File: src/rtl/rf_pkg.sv
// rf_pkg: shared widths, register/data types, the issue bundle carried by the
// operand-fetch pipeline register, and the output-register state encoding.
package rf_pkg;
  localparam int DATA_W = 16;
  localparam int ADDR_W = 5;
  localparam int NREGS  = 32;
  localparam int OP_W   = 4;

  typedef logic [ADDR_W-1:0] reg_addr_t;
  typedef logic [DATA_W-1:0] data_t;

  typedef struct packed {
    logic [OP_W-1:0] op;
    reg_addr_t       rd;
    logic            wen;
    data_t           a;
    data_t           b;
  } issue_t;

  typedef enum logic {
    OUT_EMPTY = 1'b0,
    OUT_FULL  = 1'b1
  } out_state_e;
endpackage

File: src/rtl/operand_scoreboard.sv
// operand_scoreboard: one busy bit per register, marking a pending write.
//   set_en/rd    : accepted instruction that will write rd (sets busy)
//   wb_valid/addr: writeback releasing a register (clears busy)
//   rs1/rs2/rd/wen: instruction presented for issue
//   hazard       : RAW on either source, or WAW on rd when wen=1
// Build option WB_BYPASS_EN: a register being written back this cycle is
// treated as free for hazard purposes (its value is forwarded by the top).
module operand_scoreboard
  import rf_pkg::*;
(
  input  logic      clk,
  input  logic      rst_n,
  input  reg_addr_t rs1,
  input  reg_addr_t rs2,
  input  reg_addr_t rd,
  input  logic      wen,
  input  logic      set_en,
  input  logic      wb_valid,
  input  reg_addr_t wb_addr,
  output logic      hazard
);
  logic [NREGS-1:0] busy_q, busy_d, busy_eff;

  always_comb begin
    busy_eff = busy_q;
`ifdef WB_BYPASS_EN
    if (wb_valid) busy_eff[wb_addr] = 1'b0;
`endif
    hazard = busy_eff[rs1] | busy_eff[rs2] | (wen & busy_eff[rd]);
  end

  // Clear first, then set: a same-cycle set on the written-back register wins.
  always_comb begin
    busy_d = busy_q;
    if (wb_valid) busy_d[wb_addr] = 1'b0;
    if (set_en)   busy_d[rd]      = 1'b1;
  end

  always_ff @(posedge clk or negedge rst_n) begin
    if (!rst_n) busy_q <= '0;
    else        busy_q <= busy_d;
  end
endmodule

File: src/rtl/operand_fetch_stage.sv
// operand_fetch_stage: reads both source operands from the register file,
// holds issue on scoreboard hazards, and latches the instruction plus
// operands into a single-entry pipeline register for the execute stage.
//   in_*    : decoded instruction handshake (valid/ready)
//   rf_*    : register-file read port (combinational data), rf_mode fixed 0
//   wb_*    : writeback stream, releases scoreboard entries
//   out_*   : execute handshake and latched fields
//   stall_count: saturating count of cycles with in_valid & hazard
// Build option WB_BYPASS_EN: forward wb_value to a matching source in the
// writeback cycle so a dependent instruction issues without waiting.
module operand_fetch_stage
  import rf_pkg::*;
(
  input  logic              clk,
  input  logic              rst_n,
  input  logic              in_valid,
  output logic              in_ready,
  input  logic [OP_W-1:0]   in_op,
  input  logic [ADDR_W-1:0] in_rs1,
  input  logic [ADDR_W-1:0] in_rs2,
  input  logic [ADDR_W-1:0] in_rd,
  input  logic              in_wen,
  output logic              rf_mode,
  output logic [ADDR_W-1:0] rf_read_addr1,
  output logic [ADDR_W-1:0] rf_read_addr2,
  input  logic [DATA_W-1:0] rf_read_value1,
  input  logic [DATA_W-1:0] rf_read_value2,
  input  logic              wb_valid,
  input  logic [ADDR_W-1:0] wb_addr,
  input  logic [DATA_W-1:0] wb_value,
  output logic              out_valid,
  input  logic              out_ready,
  output logic [OP_W-1:0]   out_op,
  output logic [DATA_W-1:0] out_a,
  output logic [DATA_W-1:0] out_b,
  output logic [ADDR_W-1:0] out_rd,
  output logic              out_wen,
  output logic [15:0]       stall_count
);
  out_state_e  state_q, state_d;
  issue_t      iss_q, iss_d;
  logic [15:0] stall_count_q, stall_count_d;
  logic        hazard, accept;
  data_t       op_a, op_b;

  assign rf_mode       = 1'b0;
  assign rf_read_addr1 = in_rs1;
  assign rf_read_addr2 = in_rs2;

  operand_scoreboard u_sb (
    .clk      (clk),
    .rst_n    (rst_n),
    .rs1      (in_rs1),
    .rs2      (in_rs2),
    .rd       (in_rd),
    .wen      (in_wen),
    .set_en   (accept & in_wen),
    .wb_valid (wb_valid),
    .wb_addr  (wb_addr),
    .hazard   (hazard)
  );

  assign out_valid = (state_q == OUT_FULL);
  assign in_ready  = !hazard & (!out_valid | out_ready);
  assign accept    = in_valid & in_ready;

  always_comb begin
    op_a = rf_read_value1;
    op_b = rf_read_value2;
`ifdef WB_BYPASS_EN
    if (wb_valid && wb_addr == in_rs1) op_a = wb_value;
    if (wb_valid && wb_addr == in_rs2) op_b = wb_value;
`endif
  end

`ifndef WB_BYPASS_EN
  // Without forwarding the data arrives through the register file instead.
  logic unused_wb_value;
  assign unused_wb_value = ^wb_value;
`endif

  always_comb begin
    state_d = state_q;
    iss_d   = iss_q;
    if (accept) begin
      state_d = OUT_FULL;
      iss_d   = '{op: in_op, rd: in_rd, wen: in_wen, a: op_a, b: op_b};
    end else if (out_ready) begin
      state_d = OUT_EMPTY;  // fields keep their last value
    end
  end

  always_comb begin
    stall_count_d = stall_count_q;
    if (in_valid && hazard && stall_count_q != 16'hFFFF)
      stall_count_d = stall_count_q + 16'd1;
  end

  always_ff @(posedge clk or negedge rst_n) begin
    if (!rst_n) begin
      state_q       <= OUT_EMPTY;
      iss_q         <= '0;
      stall_count_q <= '0;
    end else begin
      state_q       <= state_d;
      iss_q         <= iss_d;
      stall_count_q <= stall_count_d;
    end
  end

  assign out_op      = iss_q.op;
  assign out_a       = iss_q.a;
  assign out_b       = iss_q.b;
  assign out_rd      = iss_q.rd;
  assign out_wen     = iss_q.wen;
  assign stall_count = stall_count_q;
endmodule

File: config.mk
export PLATFORM = sky130hd
export DESIGN_NAME = operand_fetch_stage
export DESIGN_NICKNAME = d
export VERILOG_FILES = /design/src/rtl/rf_pkg.sv /design/src/rtl/operand_scoreboard.sv /design/src/rtl/operand_fetch_stage.sv
export SDC_FILE = /design/constraint.sdc
export NUM_CORES = 1
export LEC_CHECK = 0
export CELL_PAD_IN_SITES_DETAIL_PLACEMENT = 1
export CELL_PAD_IN_SITES_GLOBAL_PLACEMENT = 2
export CORE_ASPECT_RATIO = 1.5
export CORE_MARGIN = 2
export CORE_UTILIZATION = 31
export CTS_CLUSTER_DIAMETER = 40
export DETAILED_ROUTE_END_ITERATION = 6
export GPL_TIMING_DRIVEN = 1
export PLACE_DENSITY = 0.94
export SLEW_MARGIN = 20
export SYNTH_ARGS = -nofsm -noshare
export SYNTH_HDL_FRONTEND = slang
export SYNTH_HIERARCHICAL = 1
export SYNTH_SLANG_ARGS = --single-unit
File: constraint.sdc
create_clock -name clk -period 8.2 [get_ports clk]
set_clock_uncertainty 0.2 [all_clocks]
set_input_delay 1.23 -clock clk [delete_from_list [all_inputs] [get_ports clk]]
set_output_delay 1.23 -clock clk [all_outputs]
set_load 0.03 [all_outputs]
==> results of run 1 <==
## cell families after synthesis
family          count (synthesis)  synth area share (%)
mux                            88                  21.0
simple gates                   98                  13.7
compound gates                 88                  10.2
xor+xnor                       14                  2.62
buf+inv                        26                  3.45
fa+ha+maj                       1                 0.267
other cells                     1                0.0801
flops                          91                  48.6
## layer usage
metal | up-vias | share of wire (%)
met5 | - | 0
met4 | 0 | 2.1
met3 | 14 | 7.0
met2 | 124 | 53
met1 | 1934 | 38
li1 | 1741 | -
## metrics by stage
step	hold WS, ns	util, %	instances	total power [mW]
final	0.309	42.8	727	1.75
after global placement	0.290	40.7	712	1.30
after floorplan	0.308	-	407	1.02
after global routing	0.328	42.8	727	1.84
after CTS	0.311	42.8	727	1.77
after detailed placement	0.295	40.7	712	1.33
## report_power, final
| group | internal (mW) | switching [mW] |
|---|---|---|
| Sequential | 0.562 | 0.0973 |
| Combinational | 0.299 | 0.357 |
| Clock | 0.266 | 0.172 |
## worst max-delay path, cell delays in order
cell and delay (ns):
sky130_fd_sc_hd__clkdlybuf4s50_1 0.98, sky130_fd_sc_hd__mux4_2 0.59, sky130_fd_sc_hd__nand2b_1 0.16, sky130_fd_sc_hd__nand4b_1 0.11, sky130_fd_sc_hd__nand4_1 0.14, sky130_fd_sc_hd__a2111o_1 0.51, sky130_fd_sc_hd__a21oi_1 0.24, sky130_fd_sc_hd__clkdlybuf4s50_1 0.74
## synth_stat cells, types with 4 or more instances
cell type	number
sky130_fd_sc_hd__dfrtp_1	91
sky130_fd_sc_hd__nor2_1	7
sky130_fd_sc_hd__nand3b_1	11
sky130_fd_sc_hd__nand3_1	16
sky130_fd_sc_hd__or3b_2	5
sky130_fd_sc_hd__nor3_1	4
sky130_fd_sc_hd__buf_4	12
sky130_fd_sc_hd__mux4_2	4
sky130_fd_sc_hd__nand4_1	6
sky130_fd_sc_hd__a22oi_1	6
sky130_fd_sc_hd__mux2_2	42
sky130_fd_sc_hd__nor2b_1	4
sky130_fd_sc_hd__xor2_1	14
sky130_fd_sc_hd__o22ai_1	8
sky130_fd_sc_hd__o21ai_0	67
sky130_fd_sc_hd__nand2_1	13
sky130_fd_sc_hd__nor4_1	6
sky130_fd_sc_hd__buf_2	9
sky130_fd_sc_hd__mux2i_1	41
## worst max-delay path by stage
stage | start | end | slack, ns | cells past startpoint
2_1_floorplan | in_rs2[1] | in_ready | 3.70 | 7
3_3_place_gp | in_rd[1] | in_ready | 1.99 | 8
3_5_place_dp | in_rd[1] | in_ready | 1.85 | 8
4_1_cts | in_rd[1] | in_ready | 1.83 | 8
5_1_grt | in_rs2[2] | in_ready | 1.85 | 8
6_report | in_rs2[2] | in_ready | 2.06 | 8
## layout make-up
cell class	instances	area, um2	area share [%]
clock buffer	9	225	3.52
clock inverter	6	88.8	1.39
inverter	1	3.75	0.0587
multi-input combinational	290	2240	35.1
sequential	91	2280	35.6
tap	199	249	3.89
timing repair buffer	131	1310	20.4
## sequential cells by signal (all words and copies together) (netlist names)
| register | count |
|---|---|
| out_a | 16 |
| stall_count | 16 |
| out_b | 16 |
| out_valid | 1 |
| out_op | 4 |
| u_sb/busy_eff | 32 |
| out_wen | 1 |
| out_rd | 5 |
==> metrics list, run 1 <==
* Path type of the worst min-delay path: flip-flop to flip-flop
- Most frequent cells in the layout: 129 x sky130_fd_sc_hd__clkdlybuf4s50_1, 91 x sky130_fd_sc_hd__dfrtp_1, 67 x sky130_fd_sc_hd__o21ai_0
* Vertical extent of the die: 155 um
- STA puts the critical path data arrival time at roughly 4.7 ns.
- Critical Path Fanout Max: 13
* Top Ports: about 150
- Headroom to the max-slew limit came out at between 30 and 40%.
- Data on the critical path is required at its endpoint by just under 7 ns.
- CORE AREA: between 10000 and 15000 um2
- Final routed DRC violation total: 0
- At the later pin of the worst-skew pair, clock insertion delay measures roughly 0.34 ns.
- Across the VDD grid, the largest voltage drop is 0.000168 V.
* Worst reg2reg setup slack: 4.52 ns
- For this design, the CTS-stage hold fixing added 0 buffers.
- CTS HTree Levels: 3
- Summed over its instances, the top area cell type makes up between 40% and 50% of the synthesized netlist area.
* Part of the cycle the worst path needs: approximately three quarters
- At the end of routability-driven placement, the weighted congestion stood at 0.869.
* Clk sink count: 91
- For this design the ratio of total power to cell area is between 200 and 300 nW/um2.
* R2R Path End: out_a[8]
- The worst path needs about 6 ns of the cycle, external delays included.
* Unrepaired setup endpoints after global routing: no
- Synthesized cell area: roughly 4700 um2
- Filler Cell Count: 1636
- In this run the cell area measured after placement is between 6000 and 7000 um2.
* Result of the run: finished, final reports clean
- For met2 alone, demand over resource in global routing was 31.6%.
- Count of flip-flops with a built-in enable after synthesis: 0
- I/O Buffers: between 100 and 150
- TritonCTS built the clock tree.
- For met1 alone, demand over resource in global routing was between 10% and 20%.
* Cell types with the largest area share after synthesis: sky130_fd_sc_hd__dfrtp_1 49%, sky130_fd_sc_hd__mux2_2 10%, sky130_fd_sc_hd__mux2i_1 8.8%
- Proportion of register bits with asynchronous set or reset after synthesis: between 90% and 100%
* Finished Cell Area: 6400 um2
* Number of cells on the worst hold path: 1
- Final HPWL from detailed placement: roughly 11 mm
* Sum of routed wire length over all layers: 13.9 mm
- Synth Instances: just over 400
* Worst setup timing slack at the placement stage: around 1.8 ns
* Flip-flop and latch count after synthesis: 91
* Layout overhead on the synthesized area: 36.6%
- Fraction of final layout cells with drive strength greater than 1: 15.0%
- Initial DRT Pass Iterations: 4
- The worst setup path is of the primary input to output port kind.
- Post-route worst setup slack: just over 2 ns
- Quantity of gates resized following cts: 0
- The floorplan step defined a die boundary enclosing about 16000 um2.
- The worst setup path is launched from a primary input.
- Via count of the first global-routing pass: approximately 4200
* Setup Buffers After CTS: 0
* Final setup violation count: 0
* Std cell rows: 55
- Derived from the worst setup path, the maximum achievable clock frequency is approximately 160 MHz.
- The library cell used most frequently in the layout, excluding fill and tap cells, is sky130_fd_sc_hd__clkdlybuf4s50_1.
- Pin count of the biggest net entering global routing: a little over 90
- For this run, global-route usage on met3 was measured as about 5.4%.
- Buffer type at the clock tree root: sky130_fd_sc_hd__clkbuf_16
- The worst hold path begins at out_b[14].
- In the final design database the tool counted about 600 nets.
- Distinct cell type count after synthesis: 50
- Clock-pin slew was measured on the worst setup and hold paths at ~0.070 ns.
- The total overflow left after global routing is 0.
- The first global-routing pass estimated between 20 and 25 mm of wire.
- After detailed routing, the number of vias per cell comes to 5.24.
- Final hold violation count: 0
- For this run, the total global-route usage over all layers was measured as between 15 and 20%.
- For this configuration, the core starts out at a cell density of about a third.
* Number of maximum-capacitance violations: 0
- Clock tree synthesis inserted a total of 9 buffers.
- Final sum of negative setup slack: 0 ns
* Largest buffer count on any clock path: 2
* Post-Synthesis Net Count: 486
* Initial DRC count: 196
- The most used flip-flop cell after synthesis is sky130_fd_sc_hd__dfrtp_1.
- Dividing the synthesized area by the synthesized cell count gives ~12 um2.
- FF-to-FF Start: u_sb/busy_eff[31]
- After global routing, the most crowded layer is met2.
- The initial antenna violation count is 0.
- For hold timing, the worst endpoint is out_b[14].
- Crit. End Element: output port
- The number of antenna diodes in the final layout is 0.
- In this run the remaining antenna-violating nets after routing total 0.
- The analysis attributes to cell leakage a power of around 2.6 nW.
- FF-to-FF path depth: 8
- Width of the die: between 100 and 150 um
* Yosys warning total: 6
- Via count: 3813
- Dominant cell type by area after synthesis: sky130_fd_sc_hd__dfrtp_1
- The number of pins exceeding their max-slew limit in the final report came to 0.
- For the pin with the worst max-slew slack, the measured transition is between 0.9 and 1 ns.
- In the final routed layout, each cell accounts on average for 19.1 um.
* Sequential share of the synthesized area: between 40% and 50%
Note: power is estimated with default switching activity, not from simulation.
==> inputs of run 2 (changes only) <==
--- a/config.mk
+++ b/config.mk
@@ -9,11 +9,11 @@
 export CELL_PAD_IN_SITES_GLOBAL_PLACEMENT = 2
 export CORE_ASPECT_RATIO = 1.5
 export CORE_MARGIN = 2
-export CORE_UTILIZATION = 31
+export CORE_UTILIZATION = 26
 export CTS_CLUSTER_DIAMETER = 40
 export DETAILED_ROUTE_END_ITERATION = 6
 export GPL_TIMING_DRIVEN = 1
-export PLACE_DENSITY = 0.94
+export PLACE_DENSITY = 0.85
 export SLEW_MARGIN = 20
 export SYNTH_ARGS = -nofsm -noshare
 export SYNTH_HDL_FRONTEND = slang
==> constraint.sdc (replaced) <==
create_clock -name clk -period 5 [get_ports clk]
set_clock_uncertainty 0.2 [all_clocks]
set_input_delay 0.75 -clock clk [delete_from_list [all_inputs] [get_ports clk]]
set_output_delay 0.75 -clock clk [all_outputs]
set_load 0.03 [all_outputs]
==> run 2 against run 1 <==
Effect of this change: critical path depth stayed put; non-clock buffer count increased by 7; first-iteration DRC count shrank 60%; worst setup slack worse by 1.4 ns; final cell count rose by 3.6%; wire length is 3.0% higher; utilization is 6.4 points lower; sequential share of layout area shrank 0.45 points; clock power increased by 64%; sequential cell count stayed put; hold slack worse by 0.066 ns; register-to-register slack worse by 2.9 ns; critical path type unchanged; largest cell class unchanged.
==> metrics list, run 2 (same netlist as run 1, synthesis figures left out) <==
- The flow ran to the end, and the final reports show no timing, DRC or antenna violations.
- All-layer global routing usage: 15.0% (-2.5 points)
* Final RePlAce weighted congestion: 0.816 (-6.2%)
* Critical Path Fanout Max: 7 (-6)
* Max-slew violation count: 0 (unchanged)
* Portion of total power attributed to combinational logic: 37.6% (+0.2 points)
- The slowest stage of the critical path belongs to the cell sky130_fd_sc_hd__clkdlybuf4s50_1.
- The signal on the critical path passes through clkdlybuf4s50_1 -> mux4_2 -> nand2b_1 -> nand4b_1 -> nand4_1 -> a2111o_1 -> a21oi_1 -> buf_4.
* Mean number of vias per cell: 5.11 (-2.5%)
- The total grt overflow was 0 (unchanged).
- Fraction of final layout cells with drive strength greater than 1: 16.2% (+1.3 points)
* Clock power frac: 24.9% (about the same)
* Final sum of negative setup slack: 0 ns (unchanged)
- Following the worst setup path forward leads to its endpoint at in_ready.
- Vertical extent of the die: 168 um (+9.0%)
- The post-route DRC violation count was 0 (unchanged).
- Final layout net count: 610 (+1.2%)
* Number of antenna diodes: 0 (unchanged)
- The number of H-tree levels was 3 (unchanged).
- Internal power contribution: 1.85 mW (+64%)
- Reported leakage power: 2.66 nW (+1.7%)
* Post-route ant nets: 0 (unchanged)
- In this run the critical register-to-register path is captured at u_sb/busy_eff[12].
- The worst setup path is launched from a primary input.
- The clock latency reported for the late side of the worst-skew pair is 0.33 ns (about the same).
- The clock transition at the register clock pins on the worst setup and hold paths after CTS was 0.07 ns (about the same).
- The arrival time at the worst endpoint came to 3.41 ns (-1.30 ns).
- Compared with the post-synthesis result, the final layout area differs by 38.4%.
* Sum of routed wire length over all layers: 14.3 mm (+3.0%)
- The switching power was 1.03 mW (+65%).
- The core outline area is 17800 um2 (+19%).
- The post-cts hold buffer count is 0 (unchanged).
- Routed wire length per instance: 19.0 um (-0.58%)
- CTS tree: yes
- The endpoint required time on the critical path is 4.05 ns (-2.72 ns).
- Initial DRC count: 78 (-60%)
- The routed design could run at a clock period as short as ~4.4 ns.
* Fin util: 36.4% (-6.4 points)
- The post-route non-filler standard cell count is 753 (+3.6%).
* Actual transition at the worst max-transition pin: 0.680 ns (-0.319 ns)
- The number of port buffers came to 131 (unchanged).
* FF-to-FF Start: u_sb/busy_eff[23]
- Leading cell type in the layout, fill and taps excluded: sky130_fd_sc_hd__clkdlybuf4s50_1
* Switching power as a share of total power: 35.8% (+0.077 points)
- The I/O pin count came to 149 (unchanged).
- Unrepaired setup endpoints after global routing: no
- The cell count after placement came to 737 (+3.5%).
- The largest stage delay on the critical path is 0.73 ns (-0.25 ns).
- The critical path is of the primary input to output port type.
* Rel. slew slack: 54.7% (+21 points)
- Derived from the worst setup path, the maximum achievable clock frequency is roughly 230 MHz.
- The first-pass GRT wire length came to 22.4 mm (+0.28%).
* IR drop worst, VDD: 0.000216 V (+29%)
* Largest buffer count on any clock path: 2 (unchanged)
* Setup Buffers After CTS: 0 (unchanged)
- The clock sink count is 91 (unchanged).
- The number of flip-flops in the largest register was 32 (unchanged).
- The part of the power in registers is 37.5% (about the same).
- The worst hold slack came to 0.243 ns (-0.0659 ns).
- Worst reg2reg setup slack: 1.60 ns (-2.92 ns)
* Pin count of the biggest net entering global routing: 55 (-40%)
- The half-perimeter wire length of the detailed placement result came to 11.2 mm (+6.1%).
- Final hold violation count: 0 (unchanged)
* Final setup violation count: 0 (unchanged)
- The via count of the routed design came to 3849 (+0.94%).
* Width of the die: 114 um (+8.8%)
- The initial core utilization came to 26.3% (-5.0 points).
* Antenna violations before repair: 0 (unchanged)
* Number of maximum-capacitance violations: 0 (unchanged)
* Total power per unit cell area: 445 nW/um2 (+62%)
- The die area came to 19100 um2 (+19%).
* Initial DRT Pass Iterations: 4 (unchanged)
- Crit. End Element: output port
- Buffer type at the clock tree root: sky130_fd_sc_hd__clkbuf_16
- After layout, the worst path uses between 80% and 90% of the clock period.
- Std cell rows: 60 (+9.1%)
- Total clock buffers created by CTS: 9 (unchanged)
* Quantity of gates resized following cts: 0 (unchanged)
* Path type of the worst min-delay path: primary input to async pin
- Tracing the worst setup path back leads to its startpoint at in_rs2[2].
- FF-to-FF path depth: 9 (+1)
- Most frequent cells in the layout: 129 x sky130_fd_sc_hd__clkdlybuf4s50_1, 91 x sky130_fd_sc_hd__dfrtp_1, 67 x sky130_fd_sc_hd__o21ai_0
- Via count of the first global-routing pass: 4215 (+0.84%)
## run 2: worst max-delay path: cells and delay by family
kind / cells / cell delay [ns]
buffers and inverters: 2 / 0.94
AO/OA/AOI/OAI: 2 / 0.76
multiplexers: 1 / 0.59
AND/OR/NAND/NOR: 3 / 0.36
## run 2: layer usage
layer	global-route usage (%)	vias to the layer above	share of wire (%)
li1	-	1756	-
met1	15.7	1952	37
met2	28.3	115	55
met3	3.31	26	4.9
met4	6.20	0	3.1
met5	0	-	0
## run 2: worst min-delay path by stage
stage               startpoint              end  depth (start not counted)
2_1_floorplan            rst_n         out_a[0]                          0
3_3_place_gp         out_a[15]        out_a[15]                          1
3_5_place_dp   stall_count[15]  stall_count[15]                          1
4_1_cts                  rst_n   stall_count[9]                          1
5_1_grt                  rst_n  stall_count[11]                          1
6_report                 rst_n   stall_count[9]                          1
## run 2: through the flow
step	setup WS (ns)	instance area, um2	total power, mW
6_report	0.636	6480	2.88
5_1_grt	0.460	6480	3.02
4_1_cts	0.620	6480	2.92
3_5_place_dp	0.440	6160	2.19
3_3_place_gp	0.510	6160	2.15
2_1_floorplan	1.10	4680	1.67
## run 2: power by group through the flow
stage          Sequential, mW  Combinational, mW  Clock [mW]
3_3_place_gp             1.08               1.07           0
3_5_place_dp             1.10               1.09           0
5_1_grt                  1.11               1.15       0.762
4_1_cts                  1.08               1.10       0.743
2_1_floorplan            1.36              0.314           0
6_report                 1.08               1.08       0.717
## run 2: final cells by class
type / count / area, um2
fill: 1977 / 11300
multi-input combinational: 290 / 2240
inverter: 1 / 3.75
sequential: 91 / 2280
clock buffer: 12 / 267
timing repair buffer: 138 / 1360
tap: 217 / 272
clock inverter: 4 / 56.3
==> inputs of run 3 (changes only) <==
--- a/config.mk
+++ b/config.mk
@@ -14,6 +14,7 @@
 export DETAILED_ROUTE_END_ITERATION = 6
 export GPL_TIMING_DRIVEN = 1
 export PLACE_DENSITY = 0.85
+export REMOVE_ABC_BUFFERS = 1
 export SLEW_MARGIN = 20
 export SYNTH_ARGS = -nofsm -noshare
 export SYNTH_HDL_FRONTEND = slang
==> run 3 against run 2 <==
Effect of this change: die area stayed put; utilization is 0.25 points lower; non-clock buffer count is 1 lower; wire length is 0.43% lower; highest routed layer unchanged; first-iteration DRC count is 59% higher; critical path depth is 1 higher; hold slack worse by 0.015 ns; power is 3.0% lower; combinational power hardly changed; register-to-register slack hardly changed; sequential share of layout area is 0.25 points higher.
==> metrics list, run 3 (same netlist as run 1, synthesis figures left out) <==
- Result of the run: finished, final reports clean
- The post-cts hold buffer count came to 0 (unchanged).
- The post-CTS setup buffer count is 0 (unchanged).
* Internal power contribution: 1.76 mW (-5.0%)
- Fraction of final layout cells with drive strength greater than 1: 15.7% (-0.53 points)
- Total power per unit cell area: 434 nW/um2 (-2.3%)
- The detail-routed via count per cell is 5.15 (+0.68%).
* Vertical extent of the die: 168 um (unchanged)
- The half-perimeter wire length of the detailed placement result was 10.9 mm (-2.6%).
- Final RePlAce weighted congestion: 0.848 (+4.0%)
- Switching power as a share of total power: 37.1% (+1.3 points)
* CORE AREA: 17800 um2 (unchanged)
- Relative to the synthesized area, the layout overhead comes to 37.4%.
- The count of maximum capacitance violations is 0 (unchanged).
- The largest stage delay on the critical path was 0.54 ns (-0.19 ns).
- Via count of the first global-routing pass: 4172 (-1.0%)
- The setup TNS after final layout is 0 ns (unchanged).
* Leading cell type in the layout, fill and taps excluded: sky130_fd_sc_hd__clkdlybuf4s50_1
- The number of buffers on the longest clock path came to 2 (unchanged).
- The number of gates resized after cts came to 0 (unchanged).
- The initial antenna violation count was 0 (unchanged).
- The arrival time at the worst endpoint was 3.36 ns (-0.05 ns).
- The pin count of the biggest net entering global routing came to 50 (-9.1%).
* Width of the die: 114 um (unchanged)
- The worst hold slack is 0.229 ns (-0.0146 ns).
* Max FFs per register: 32 (unchanged)
* All-layer global routing usage: 15.0% (+0.041 points)
- The routed length per placed instance was 19.0 um (-0.29%).
* Critical Path Fanout Max: 21 (+14)
- Most frequent cells in the layout: 129 x sky130_fd_sc_hd__clkdlybuf4s50_1, 91 x sky130_fd_sc_hd__dfrtp_1, 67 x sky130_fd_sc_hd__o21ai_0
* Post-route ant nets: 0 (unchanged)
- Clock power frac: 22.6% (-2.3 points)
* Net load switching power: 1.04 mW (+0.49%)
- Global-route congestion overflow total: 0 (unchanged)
- The share of total power in combinational logic came to 38.8% (+1.2 points).
- The endpoint required time on the critical path came to 4.05 ns (about the same).
- The achievable clock frequency came to 232 MHz (+1.3%).
- CTS HTree Levels: 3 (unchanged)
- Top Ports: 149 (unchanged)
- The clock transition at the register clock pins on the worst setup and hold paths after CTS came to 0.07 ns (about the same).
* Sequential share of power: 38.6% (+1.1 points)
* Crit path max-delay cell type: sky130_fd_sc_hd__a2111o_1
- Number of antenna diodes: 0 (unchanged)
- The worst IR drop on VDD is 0.000230 V (+6.3%).
- The final critical-path required period is 4.31 ns (-0.0556 ns).
* Initial DRC count: 124 (+59%)
- The clock latency reported for the late side of the worst-skew pair came to 0.34 ns (about the same).
- Path type of the worst min-delay path: primary input to async pin
- Max-slew violation count: 0 (unchanged)
- Buffer type at the clock tree root: sky130_fd_sc_hd__clkbuf_16
- The worst max-slew margin expressed relative to the limit came to 58.4% (+3.7 points).
- The final number of hold-violating endpoints is 0 (unchanged).
- Final routed DRC violation total: 0 (unchanged)
- Actual transition at the worst max-transition pin: 0.625 ns (-0.0556 ns)
- TritonCTS built the clock tree.
- The clock sink count was 91 (unchanged).
* Via count: 3870 (+0.55%)
* First-pass GRT wire length: 22.5 mm (+0.28%)
- Std cell rows: 60 (unchanged)
* Critical path type: primary input to output port
- Final layout net count: 609 (-0.16%)
- STA classifies the critical path startpoint as a primary input.
* Total clock buffers created by CTS: 9 (unchanged)
* Part of the cycle the worst path needs: 86.2% (-1.1 points)
- CP cell instances: clkdlybuf4s50_1 -> buf_4 -> mux2i_1 -> o22ai_1 -> nor4_1 -> mux2i_1 -> a2111o_1 -> a21oi_1 -> buf_4
- The detailed-route wire length came to 14.3 mm (-0.43%).
* Reported leakage power: 2.62 nW (-1.5%)
* Final setup violation count: 0 (unchanged)
* I/O Buffers: 131 (unchanged)
* Initial Utilization: 26.3% (unchanged)
- Crit. End Element: output port
- Setup repair after global routing left no endpoint under its margin.
* Initial DRT Pass Iterations: 4 (unchanged)
- Die Footprint: 19100 um2 (unchanged)
[run 3: cell types whose count changed in the layout (fill, tap and decap cells not counted)]
cell	previous run	this run
sky130_fd_sc_hd__inv_6	1	0
sky130_fd_sc_hd__clkbuf_1	0	2
sky130_fd_sc_hd__buf_12	0	1
sky130_fd_sc_hd__clkbuf_8	3	0
sky130_fd_sc_hd__clkinvlp_4	0	3
sky130_fd_sc_hd__bufinv_16	1	0
sky130_fd_sc_hd__buf_4	9	7
[run 3: layout make-up]
type                            count  area [um2]
Clock inverter                      5        40.0
Multi-Input combinational cell    290        2240
Inverter                            1        3.75
Timing Repair Buffer              137        1360
Fill cell                        1973       11400
Clock buffer                       11         233
Sequential cell                    91        2280
Tap cell                          217         272
[run 3: path summary, 6_finish.rpt]
| kind | cells past startpoint | slack (ns) | end | startpoint |
|---|---|---|---|---|
| worst min-delay path | 1 | 0.23 | out_b[9] | rst_n |
| worst max register to register | 9 | 1.61 | u_sb/busy_eff[0] | u_sb/busy_eff[19] |
| max in group asynchronous | 2 | 3.36 | u_sb/busy_eff[19] | rst_n |
| worst min register to register | 1 | 0.30 | out_b[0] | out_b[0] |
| min in group clk | 1 | 0.30 | out_b[0] | out_b[0] |
| worst max-delay path | 9 | 0.69 | in_ready | in_rd[1] |
[run 3: worst max-delay path: cells and delay by family]
family                 cells  cell delay (ns)
buffers and inverters      3             0.99
AOI/OAI and AO/OA          3             0.89
muxes                      2             0.43
and+or+nand+nor            1             0.29
[run 3: routing by layer]
metal	vias to the layer above	part of all wire, %	track usage (%)
met5	-	0	0
met4	0	3.0	5.73
met3	27	5.8	4.03
met2	137	52	26.5
met1	1960	39	17.2
li1	1746	-	-
[run 3: power groups by stage]
stage	Sequential, mW	Combinational [mW]	Clock (mW)
finish	1.08	1.08	0.632
global route	1.11	1.15	0.697
detailed placement	1.09	1.09	0
global placement	1.07	1.07	0
floorplan	1.36	0.286	0
CTS	1.08	1.10	0.663
[run 3: per-stage QoR]
| step | total power [mW] | std cells | worst slack (ns) | cell area, um2 | util, % |
|---|---|---|---|---|---|
| after global routing | 2.95 | 752 | 0.497 | 6430 | 36.2 |
| after detailed placement | 2.18 | 736 | 0.529 | 6160 | 34.6 |
| after CTS | 2.84 | 752 | 0.707 | 6430 | 36.2 |
| final | 2.79 | 752 | 0.692 | 6430 | 36.2 |
| after global placement | 2.14 | 736 | 0.573 | 6160 | 34.6 |
| after floorplan | 1.64 | 382 | 0.631 | 4520 | - |
